--- config.mk ---
export PLATFORM = sky130hd
export DESIGN_NAME = ordering_port_flat
export DESIGN_NICKNAME = d
export VERILOG_FILES = /design/src/rtl/replica_pkg.sv /design/src/rtl/ordering_port_if.sv /design/src/rtl/valid_delay_line.sv /design/src/rtl/ordering_port.sv /design/src/flat_wrapper.sv
export SDC_FILE = /design/constraint.sdc
export NUM_CORES = 1
export LEC_CHECK = 0
export CAP_MARGIN = 20
export CORE_UTILIZATION = 35
export DETAILED_ROUTE_END_ITERATION = 12
export PLACE_DENSITY_LB_ADDON = 0.05
export SYNTH_ARGS = -nofsm -noshare
export SYNTH_HDL_FRONTEND = slang
export SYNTH_SLANG_ARGS = --single-unit
--- constraint.sdc ---
create_clock -name clk -period 7.5 [get_ports clk]
set_clock_uncertainty 0.2 [all_clocks]
set_input_delay 1.875 -clock clk [delete_from_list [all_inputs] [get_ports clk]]
set_output_delay 1.875 -clock clk [all_outputs]
set_load 0.005 [all_outputs]
--- src/rtl/replica_pkg.sv ---
// Shared types and constants for the replica node.
// Ordering-port FSM/mode enums and the node word layout.
package replica_pkg;

  localparam int city_div_log = 8;
  localparam int LANES        = 8;
  localparam int LANE_W       = 7;

  typedef logic [LANES-1:0][LANE_W-1:0] replica_data_t;

  typedef enum logic [1:0] {
    IDLE,
    GAP,
    BODY
  } ordering_state_t;

  typedef enum logic {
    WRITE,
    READ
  } ordering_mode_t;

endpackage

--- src/rtl/ordering_port_if.sv ---
// Host DMA side of the ordering port: request, beat data and
// the read-return channel.
interface ordering_port_if #(
  parameter int LANES = replica_pkg::LANES,
  parameter int NUM_W = replica_pkg::city_div_log
);

  logic [NUM_W-1:0]   ordering_num;
  logic               ordering_write;
  logic               ordering_read;
  logic [LANES*8-1:0] ordering_wdata;
  logic               ordering_ready;
  logic               ordering_rvalid;
  logic [LANES*8-1:0] ordering_rdata;

  modport master (
    output ordering_num,
    output ordering_write,
    output ordering_read,
    output ordering_wdata,
    input  ordering_ready,
    input  ordering_rvalid,
    input  ordering_rdata
  );

  modport slave (
    input  ordering_num,
    input  ordering_write,
    input  ordering_read,
    input  ordering_wdata,
    output ordering_ready,
    output ordering_rvalid,
    output ordering_rdata
  );

endinterface

--- src/rtl/valid_delay_line.sv ---
// Fixed-depth pipeline; only the valid bits are reset,
// payload flops load only when a valid beat moves in.
module valid_delay_line #(
  parameter int WIDTH = 8,
  parameter int DEPTH = 1
) (
  input  logic             clk,
  input  logic             reset_n,
  input  logic             in_valid,
  input  logic [WIDTH-1:0] in_data,
  output logic             out_valid,
  output logic [WIDTH-1:0] out_data
);

  logic [DEPTH-1:0] vld_q, vld_d;
  logic [WIDTH-1:0] dat_q [DEPTH];
  logic [WIDTH-1:0] dat_d [DEPTH];

  always_comb begin
    vld_d = '0;
    for (int i = 0; i < DEPTH; i++) dat_d[i] = dat_q[i];
    vld_d[0] = in_valid;
    if (in_valid) dat_d[0] = in_data;
    for (int i = 1; i < DEPTH; i++) begin
      vld_d[i] = vld_q[i-1];
      if (vld_q[i-1]) dat_d[i] = dat_q[i-1];
    end
  end

  always_ff @(posedge clk or negedge reset_n) begin
    if (!reset_n) vld_q <= '0;
    else          vld_q <= vld_d;
  end

  always_ff @(posedge clk) begin
    dat_q <= dat_d;
  end

  assign out_valid = vld_q[DEPTH-1];
  assign out_data  = dat_q[DEPTH-1];

endmodule

--- src/rtl/ordering_port.sv ---
// Host ordering port: framed write/read transfers, exchange-shift
// pulse per header, lane-reversing write pipe and read return.
module ordering_port
  import replica_pkg::*;
#(
  parameter int LANES   = replica_pkg::LANES,
  parameter int LANE_W  = replica_pkg::LANE_W,
  parameter int NUM_W   = replica_pkg::city_div_log,
  parameter int LATENCY = 3
) (
  input  logic                         clk,
  input  logic                         reset_n,
  ordering_port_if.slave               host,
  output logic                         exchange_shift,
  output logic                         exchange_shift_d,
  output logic                         ordering_reg_valid,
  output logic [LANES-1:0][LANE_W-1:0] ordering_reg_data,
  input  logic                         node_rvalid,
  input  logic [LANES-1:0][LANE_W-1:0] node_rdata,
  output logic                         node_rready,
  output logic                         frame_busy,
  output logic                         frame_error
);

  ordering_state_t state_q, state_d;
  ordering_mode_t  mode_q, mode_d;

  logic [NUM_W-1:0]   cnt_q, cnt_d;
  logic [NUM_W-1:0]   num_q, num_d;
  logic               err_q, err_d;
  logic               xsd_q;
  logic               rvalid_q;
  logic [LANES*8-1:0] rdata_q, rdata_d;

  logic w, r, ready, wr_acc, rd_acc;
  logic [LANES-1:0][LANE_W-1:0] wmap;
  logic [LANES*8-1:0]           rmap;
  logic [LANES*LANE_W-1:0]      pipe_out;
  logic                         pipe_vld;

  assign w = host.ordering_write;
  assign r = host.ordering_read;

  // Lane i pairs with host byte LANES-1-i in both directions.
  always_comb begin
    wmap = '0;
    rmap = '0;
    for (int i = 0; i < LANES; i++) begin
      wmap[i] = host.ordering_wdata[8*(LANES-1-i) +: LANE_W];
      rmap[8*(LANES-1-i) +: 8] = 8'(node_rdata[i]);
    end
  end

  always_comb begin
    state_d        = state_q;
    mode_d         = mode_q;
    cnt_d          = cnt_q;
    num_d          = num_q;
    err_d          = err_q;
    ready          = 1'b0;
    exchange_shift = 1'b0;
    node_rready    = 1'b0;
    wr_acc         = 1'b0;
    rd_acc         = 1'b0;
    unique case (state_q)
      IDLE: begin
        ready = !(w && r);
        if (w && r) begin
          err_d = 1'b1;
        end else if (w || r) begin
          exchange_shift = 1'b1;
          cnt_d          = NUM_W'(1);
          num_d          = host.ordering_num;
          mode_d         = r ? READ : WRITE;
          err_d          = 1'b0;
          if (host.ordering_num != '0)
            state_d = r ? BODY : GAP;
        end
      end
      GAP: state_d = BODY;
      BODY: begin
        if ((mode_q == WRITE) ? r : w) begin
          err_d   = 1'b1;
          state_d = IDLE;
          cnt_d   = '0;
        end else if (mode_q == WRITE) begin
          ready  = 1'b1;
          wr_acc = w;
        end else begin
          node_rready = r;
          ready       = r && node_rvalid;
          rd_acc      = r && node_rvalid;
        end
        if (wr_acc || rd_acc) begin
          if (cnt_q == num_q) begin
            state_d = IDLE;
            cnt_d   = '0;
          end else begin
            cnt_d = cnt_q + 1'b1;
          end
        end
      end
      default: state_d = IDLE;
    endcase
  end

  assign rdata_d = rd_acc ? rmap : rdata_q;

  always_ff @(posedge clk or negedge reset_n) begin
    if (!reset_n) begin
      state_q  <= IDLE;
      mode_q   <= WRITE;
      cnt_q    <= '0;
      num_q    <= '0;
      err_q    <= 1'b0;
      xsd_q    <= 1'b0;
      rvalid_q <= 1'b0;
      rdata_q  <= '0;
    end else begin
      state_q  <= state_d;
      mode_q   <= mode_d;
      cnt_q    <= cnt_d;
      num_q    <= num_d;
      err_q    <= err_d;
      xsd_q    <= exchange_shift;
      rvalid_q <= rd_acc;
      rdata_q  <= rdata_d;
    end
  end

  valid_delay_line #(
    .WIDTH (LANES*LANE_W),
    .DEPTH (LATENCY)
  ) u_pipe (
    .clk       (clk),
    .reset_n   (reset_n),
    .in_valid  (wr_acc),
    .in_data   (wmap),
    .out_valid (pipe_vld),
    .out_data  (pipe_out)
  );

  assign ordering_reg_valid   = pipe_vld;
  assign ordering_reg_data    = pipe_vld ? pipe_out : '0;
  assign host.ordering_ready  = ready;
  assign host.ordering_rvalid = rvalid_q;
  assign host.ordering_rdata  = rdata_q;
  assign exchange_shift_d     = xsd_q;
  assign frame_busy           = (state_q != IDLE);
  assign frame_error          = err_q;

endmodule

--- src/flat_wrapper.sv ---
// flat-port wrapper written by rule: the top's interface ports become plain ports
module ordering_port_flat import replica_pkg::*;
#(
  parameter int LANES   = replica_pkg::LANES,
  parameter int LANE_W  = replica_pkg::LANE_W,
  parameter int NUM_W   = replica_pkg::city_div_log,
  parameter int LATENCY = 3
)
  (clk, reset_n, exchange_shift, exchange_shift_d, ordering_reg_valid, ordering_reg_data, node_rvalid, node_rdata, node_rready, frame_busy, frame_error, host_ordering_num, host_ordering_write, host_ordering_read, host_ordering_wdata, host_ordering_ready, host_ordering_rvalid, host_ordering_rdata);
  ordering_port_if #(.LANES(LANES), .NUM_W(NUM_W)) host_i ();
  input  logic clk;
  input  logic reset_n;
  output logic exchange_shift;
  output logic exchange_shift_d;
  output logic ordering_reg_valid;
  output logic [LANES-1:0][LANE_W-1:0] ordering_reg_data;
  input  logic node_rvalid;
  input  logic [LANES-1:0][LANE_W-1:0] node_rdata;
  output logic node_rready;
  output logic frame_busy;
  output logic frame_error;
  input wire logic [$bits(host_i.ordering_num)-1:0] host_ordering_num;
  input wire logic [$bits(host_i.ordering_write)-1:0] host_ordering_write;
  input wire logic [$bits(host_i.ordering_read)-1:0] host_ordering_read;
  input wire logic [$bits(host_i.ordering_wdata)-1:0] host_ordering_wdata;
  output wire logic [$bits(host_i.ordering_ready)-1:0] host_ordering_ready;
  output wire logic [$bits(host_i.ordering_rvalid)-1:0] host_ordering_rvalid;
  output wire logic [$bits(host_i.ordering_rdata)-1:0] host_ordering_rdata;
  assign host_i.ordering_num = host_ordering_num;
  assign host_i.ordering_write = host_ordering_write;
  assign host_i.ordering_read = host_ordering_read;
  assign host_i.ordering_wdata = host_ordering_wdata;
  assign host_ordering_ready = host_i.ordering_ready;
  assign host_ordering_rvalid = host_i.ordering_rvalid;
  assign host_ordering_rdata = host_i.ordering_rdata;
  ordering_port #(.LANES(LANES), .LANE_W(LANE_W), .NUM_W(NUM_W), .LATENCY(LATENCY)) u_core (.clk(clk), .reset_n(reset_n), .host(host_i), .exchange_shift(exchange_shift), .exchange_shift_d(exchange_shift_d), .ordering_reg_valid(ordering_reg_valid), .ordering_reg_data(ordering_reg_data), .node_rvalid(node_rvalid), .node_rdata(node_rdata), .node_rready(node_rready), .frame_busy(frame_busy), .frame_error(frame_error));
endmodule
==> results of run 1 <==
## cell usage after synthesis, types with 3 or more instances
library cell and count:
xnor2_1 9, nand4_1 3, nand2b_1 3, and2_1 56
ha_1 3, inv_1 5, buf_4 10, a21oi_1 3
nand2_1 6, buf_12 3, o211ai_1 4, mux2_2 36
edfxtp_1 168, nor2_1 9, dfrtp_1 81, mux2_4 29
a22o_1 3, o21ai_0 9, clkbuf_1 6
## layer usage
metal,track usage (%),share of wire (%)
met1,17.58,41
met2,22.01,47
met3,5.653,11
met4,3.866,1.5
met5,0,0.076
## placed cells by master, fill, tap and decap left out, drive strengths merged, types with 4 or more instances in the layout
cell type / instances
clkdlybuf4s50: 243
edfxtp: 168
dfrtp: 81
mux2: 65
and2: 56
clkbuf: 35
clkinv: 13
o21ai: 10
nor2: 10
xnor2: 9
conb: 8
buf: 8
nand2: 6
inv: 6
o211ai: 4
a21oi: 4
## how the worst min path moves through the flow
stage / startpoint / to / slack [ps]
floorplan: u_core.u_pipe.dat_q[156]$_DFFE_PP_ / u_core.u_pipe.dat_q[100]$_DFFE_PP_ / 200
global placement: u_core.u_pipe.dat_q[137]$_DFFE_PP_ / u_core.u_pipe.dat_q[81]$_DFFE_PP_ / 200
detailed placement: u_core.u_pipe.dat_q[159]$_DFFE_PP_ / u_core.u_pipe.dat_q[103]$_DFFE_PP_ / 200
CTS: u_core.u_pipe.dat_q[101]$_DFFE_PP_ / u_core.u_pipe.out_data[45]$_DFFE_PP_ / 220
global route: u_core.u_pipe.dat_q[62]$_DFFE_PP_ / u_core.u_pipe.out_data[6]$_DFFE_PP_ / 220
finish: u_core.u_pipe.dat_q[122]$_DFFE_PP_ / u_core.u_pipe.dat_q[66]$_DFFE_PP_ / 210
## layout make-up
class	instances	area [µm²]
fill	2134	12540
sequential	249	7074
timing repair buffer	251	2505
multi-input combinational	213	1826
clock buffer	35	788.3
tap	330	412.9
clock inverter	17	151.4
inverter	6	22.52
antenna	1	2.502
## flip-flops by register name, indices dropped and copies added, names as in the netlist
signal and cells:
u_core.frame_error 1, u_core.u_pipe.vld_q 3, u_core.host.ordering_rvalid 1, u_core.u_pipe.dat_q 112
u_core.u_pipe.out_data 56, u_core.cnt_q 8, u_core.state_q 2, u_core.host.ordering_rdata 56
u_core.exchange_shift_d 1, u_core.num_q 8, u_core.mode_q 1
## stage by stage
step | instance area [µm²] | std cells | hold slack, ps
after detailed placement | 11840 | 1049 | 204.5
after global routing | 12780 | 1101 | 221.6
after floorplan | 9095 | 490 | 200.3
final | 12780 | 1102 | 212.7
after global placement | 11820 | 1048 | 200.1
after CTS | 12780 | 1101 | 218.2
## critical path: stages
cell             delay, ps
clkdlybuf4s50_1        670
nand4b_2               260
o21ai_0                140
a21oi_1                 90
nor2_1                 120
clkdlybuf4s50_1        540
## kinds of logic (layout without fill, tap and decap cells)
kind of cell    after synthesis  after routing  share of synthesized area, %
flops                       249            249                         77.98
simple gates                 94             94                         6.388
mux                          66             66                         9.382
compound gates               33             33                         2.663
buf+inv                      28            309                         2.263
xor+xnor                      9              9                        0.8693
fa+ha+maj                     3              3                        0.4140
other cells                   1              9                       0.04135
## power by group
group | leakage [µW] | total [µW] | internal, µW | switching [µW]
clock network | 0.000464 | 1340 | 814 | 529
logic | 0.00168 | 905 | 590 | 315
registers | 0.00253 | 1910 | 1760 | 149
total | 0.00468 | 4150 | 3160 | 993
==> impl_metrics.json, run 1 <==
{
  "timing.critical_path.from_type": "input port",
  "max_clock_freq_ghz": 0.1732,
  "asyncSetResetFlopFracSynth_pct": 32.53,
  "ff2ff_path_depth": 3,
  "synth_seq_area_share_pct": 77.98,
  "hold_buffers": 0,
  "number_of_different_library_cells_in_the_post_synthesis_netlist": 50,
  "cp-end-kind": "output port",
  "critical_path_peak_fanout": 9,
  "die_outline_area_um2": 26560,
  "max_cap_viol_count": 0,
  "via_count_of_the_first_global_routing_pass": 5232,
  "timing.final.ws_setup_ps": 1725,
  "finalWeightedCongestion": 0.7590,
  "ys_top_cells_by_area": "edfxtp_1, dfrtp_1, mux2_4",
  "final_min_period_ps": 5775,
  "yosys_most_used_dff": "edfxtp_1",
  "die_height_um": 163.0,
  "worst_slew_pin_slew_ps": 822.5,
  "postRouteAntennaNets": 0,
  "final-max-slew-violation-count": 0,
  "ctsResizeCount": 0,
  "min_path_type": "flop to flop",
  "io_buffers": 244,
  "worst-r2r-setup-slack_ps": 4860,
  "timing.setup.tns_ps": 0,
  "timing.hold.worst_path_depth": 0,
  "timing.critical_path.arrival_ps": 3700,
  "place_ws_ps": 1744,
  "clk_root_buffer_cell": "clkbuf_16",
  "drive_above_1_share_pct": 17.12,
  "initial_utilization_pct": 35.81,
  "crit_path_end": "host_ordering_ready",
  "routed_wire_per_std_cell_um": 16.76,
  "avgViaCountPerCell": 4.485,
  "fin_crit_sh_pct": 77.00,
  "detail_route.iter0.violations": 186,
  "timing.critical_path.required_ps": 5430,
  "final_core_utilization_pct": 50.47,
  "worst_slew_margin_rel_pct": 45.03,
  "power_per_cell_area_nw_per_um2": 325.0,
  "clkLatencyLatePin_ps": 520,
  "netlist.area_leader.share_pct": 55.63,
  "yosysWarnings": 0,
  "syn_to_final_growth_pct": 40.95,
  "post_synth_inst_count": 483,
  "place_hpwl_mm": 12.60,
  "synthesis.area_um2": 9069,
  "power.leakage_uw": 0.004678,
  "clk_path_buf_depth": 3,
  "design.final.nets": 885,
  "finalPower_uw": 4154,
  "post_cts.repair.setup_buffers": 0,
  "clkSlewWorstSetupHoldPaths_ps": 60,
  "r2r-start": "u_core.state_q[1]$_DFFE_PN0P_",
  "numCtsBuffers": 28,
  "path_class": "input port to output port",
  "route.vias.total": 4943,
  "synth_top_cell_by_area": "edfxtp_1",
  "cts_htree_levels": 1,
  "route.final.wire_length_mm": 18.47,
  "antenna_found_initial": 1,
  "syn_avg_cell_area_um2": 18.78,
  "number_of_core_rows": 58,
  "run_status": "finished, final reports clean",
  "io-pin-count": 261,
  "timing.critical_path.from": "host_ordering_read",
  "grt_util_all_layers_pct": 13.92,
  "synth_edf_count": 168,
  "rr_endpoint": "u_core.u_pipe.dat_q[148]$_DFFE_PP_",
  "grt_first_pass_wirelength_mm": 28.66,
  "drc_markers": 0,
  "number_of_flip_flops_and_latches_in_the_synthesized_netlist": 249,
  "overflow": 0,
  "vdd.ir_drop.worst_v": 0.0001922,
  "setup-violations-final": 0,
  "count_of_tritonroute_iterations_in_the_first_routing_pass": 4,
  "grt_setup_unrepaired": "no",
  "coreArea_um2": 25330,
  "numClockSinks": 249,
  "die_x_um": 163.0,
  "grt_start_max_net_pins": 58,
  "hold_violations": 0,
  "clock_tree_from_tritoncts": "done"
}
No activity file was read; power rests on OpenSTA's default activity.
==> inputs of run 2 (changes only) <==
clock period = 4.75 ns   (was 7.5 ns; I/O delays follow)
==> run 2 against run 1 <==
Design area shrank 0.14%. Combinational power grew 58%. Hold slack gained 3.5 ps. First-iteration DRC count grew 60%. Setup slack lost 1400 ps. Die area is the same. Final cell count is essentially flat. Critical path depth is the same. Critical path type unchanged. Critical endpoint unchanged. Largest cell class unchanged. Largest power group unchanged.
==> impl_metrics.json, run 2 (synthesis gave the netlist of run 1 again) <==
{
  "numClockSinks": 249,
  "clk_root_buffer_cell": "clkbuf_16",
  "path_class": "input port to output port",
  "cellInternalPower_uw": 4907,
  "final-max-slew-violation-count": 0,
  "max_clock_freq_ghz": 0.2267,
  "drive_above_1_share_pct": 16.47,
  "final_min_period_ps": 4411,
  "antenna_found_initial": 3,
  "syn_to_final_growth_pct": 40.76,
  "largest_register_ff_count": 112,
  "layout.cells.non_filler": 1101,
  "power_per_cell_area_nw_per_um2": 509.9,
  "coreArea_um2": 25330,
  "numCtsBuffers": 28,
  "run_status": "finished, final reports clean",
  "clkSlewWorstSetupHoldPaths_ps": 60,
  "hold_ws_ps": 216.2,
  "design_area_um2": 12760,
  "postRouteAntennaNets": 0,
  "timing.critical_path.required_ps": 3360,
  "design.final.nets": 885,
  "num_antenna_cells": 0,
  "timing.setup.tns_ps": 0,
  "grt_util_all_layers_pct": 14.26,
  "grt_start_max_net_pins": 82,
  "clock_tree_from_tritoncts": "done",
  "worst_slew_pin_slew_ps": 606.7,
  "vdd.ir_drop.worst_v": 0.0003229,
  "share_seq_of_total_power_pct": 46.3,
  "io-pin-count": 261,
  "grt_setup_unrepaired": "no",
  "portion_of_total_power_attributed_to_the_clock_network_pct": 31.7,
  "clk_path_buf_depth": 3,
  "hold_buffers": 0,
  "place_hpwl_mm": 12.50,
  "finalWeightedCongestion": 0.7643,
  "power_switching_share_pct": 24.62,
  "fin_crit_sh_pct": 92.86,
  "die_x_um": 163.0,
  "max_cap_viol_count": 0,
  "detail_route.iter0.violations": 298,
  "cts_htree_levels": 1,
  "via_count_of_the_first_global_routing_pass": 5262,
  "cp-end-kind": "output port",
  "hold_violations": 0,
  "power.leakage_uw": 0.004666,
  "critical_path_peak_fanout": 9,
  "placed_cells_incl_taps": 1048,
  "avgViaCountPerCell": 4.541,
  "timing.critical_path.from_type": "input port",
  "layout_commonest_cell": "clkdlybuf4s50_1",
  "overflow": 0,
  "post_cts.repair.setup_buffers": 0,
  "layout_common_cells": "clkdlybuf4s50_1, edfxtp_1, dfrtp_1",
  "largest_register": "u_core.u_pipe.dat_q",
  "io_buffers": 244,
  "route.final.wire_length_mm": 18.96,
  "die_outline_area_um2": 26560,
  "route.vias.total": 5000,
  "worst_slew_margin_rel_pct": 59.46,
  "min_path_type": "flop to flop",
  "die_height_um": 163.0,
  "p_switching_uw": 1603,
  "ctsResizeCount": 0,
  "setup-violations-final": 0,
  "drc_markers": 0,
  "initial_utilization_pct": 35.81,
  "placed_cell_area_um2": 11850,
  "clkLatencyLatePin_ps": 550,
  "number_of_core_rows": 58,
  "timing.critical_path.arrival_ps": 3020,
  "count_of_tritonroute_iterations_in_the_first_routing_pass": 4,
  "routed_wire_per_std_cell_um": 17.22,
  "part_of_the_total_power_dissipated_in_combinational_logic_pct": 22.0,
  "grt_first_pass_wirelength_mm": 29.04
}
## run 2: power by group through the flow
stage	combinational [µW]	clock (µW)	sequential, µW
6_report	1430	2060	3010
5_1_grt	1550	2220	3070
4_1_cts	1460	2130	3020
3_5_place_dp	1440	0	3050
3_3_place_gp	1440	0	3040
2_1_floorplan	582	0	3040
## run 2: path summary, 6_finish.rpt
kind / startpoint / to / slack, ps / depth (start not counted)
setup / recovery: host_ordering_read / host_ordering_ready / 340 / 6
hold / removal: u_core.u_pipe.dat_q[103]$_DFFE_PP_ / u_core.u_pipe.out_data[47]$_DFFE_PP_ / 220 / 0
setup reg to reg: u_core.state_q[1]$_DFFE_PN0P_ / u_core.u_pipe.dat_q[161]$_DFFE_PP_ / 2450 / 3
hold reg to reg: u_core.u_pipe.dat_q[103]$_DFFE_PP_ / u_core.u_pipe.out_data[47]$_DFFE_PP_ / 220 / 0
max in group asynchronous: reset_n / u_core.u_pipe.vld_q[1]$_DFF_PN0_ / 3380 / 2
min in group asynchronous: reset_n / u_core.host.ordering_rdata[25]$_DFFE_PN0P_ / 340 / 1
## run 2: area by class of cell
| type | instances | area, µm² |
|---|---|---|
| fill | 2146 | 12560 |
| timing repair buffer | 251 | 2537 |
| multi-input combinational | 213 | 1826 |
| clock buffer | 39 | 772.0 |
| sequential | 249 | 7074 |
| inverter | 6 | 22.52 |
| clock inverter | 13 | 120.1 |
| tap | 330 | 412.9 |
## run 2: worst max-delay path, stage by stage
cell and delay [ps]:
clkdlybuf4s50_1 680, nand4b_2 270, o21ai_0 140, a21oi_1 90, nor2_1 130, clkdlybuf4s50_1 530
## run 2: routing by layer
| layer | global-route usage (%) | part of all wire (%) |
|---|---|---|
| met1 | 18.41 | 43 |
| met3 | 5.424 | 9.7 |
| met4 | 4.248 | 2.5 |
| met2 | 22.22 | 44 |
| met5 | 0 | 0.22 |
## run 2: stage by stage
step / util, % / total power, µW / setup slack (ps)
after floorplan: - / 3622 / 90.33
after global placement: 46.77 / 4478 / 378.7
after detailed placement: 46.77 / 4499 / 363.4
after CTS: 50.29 / 6606 / 346.0
after global routing: 50.40 / 6840 / 196.3
final: 50.40 / 6509 / 339.2
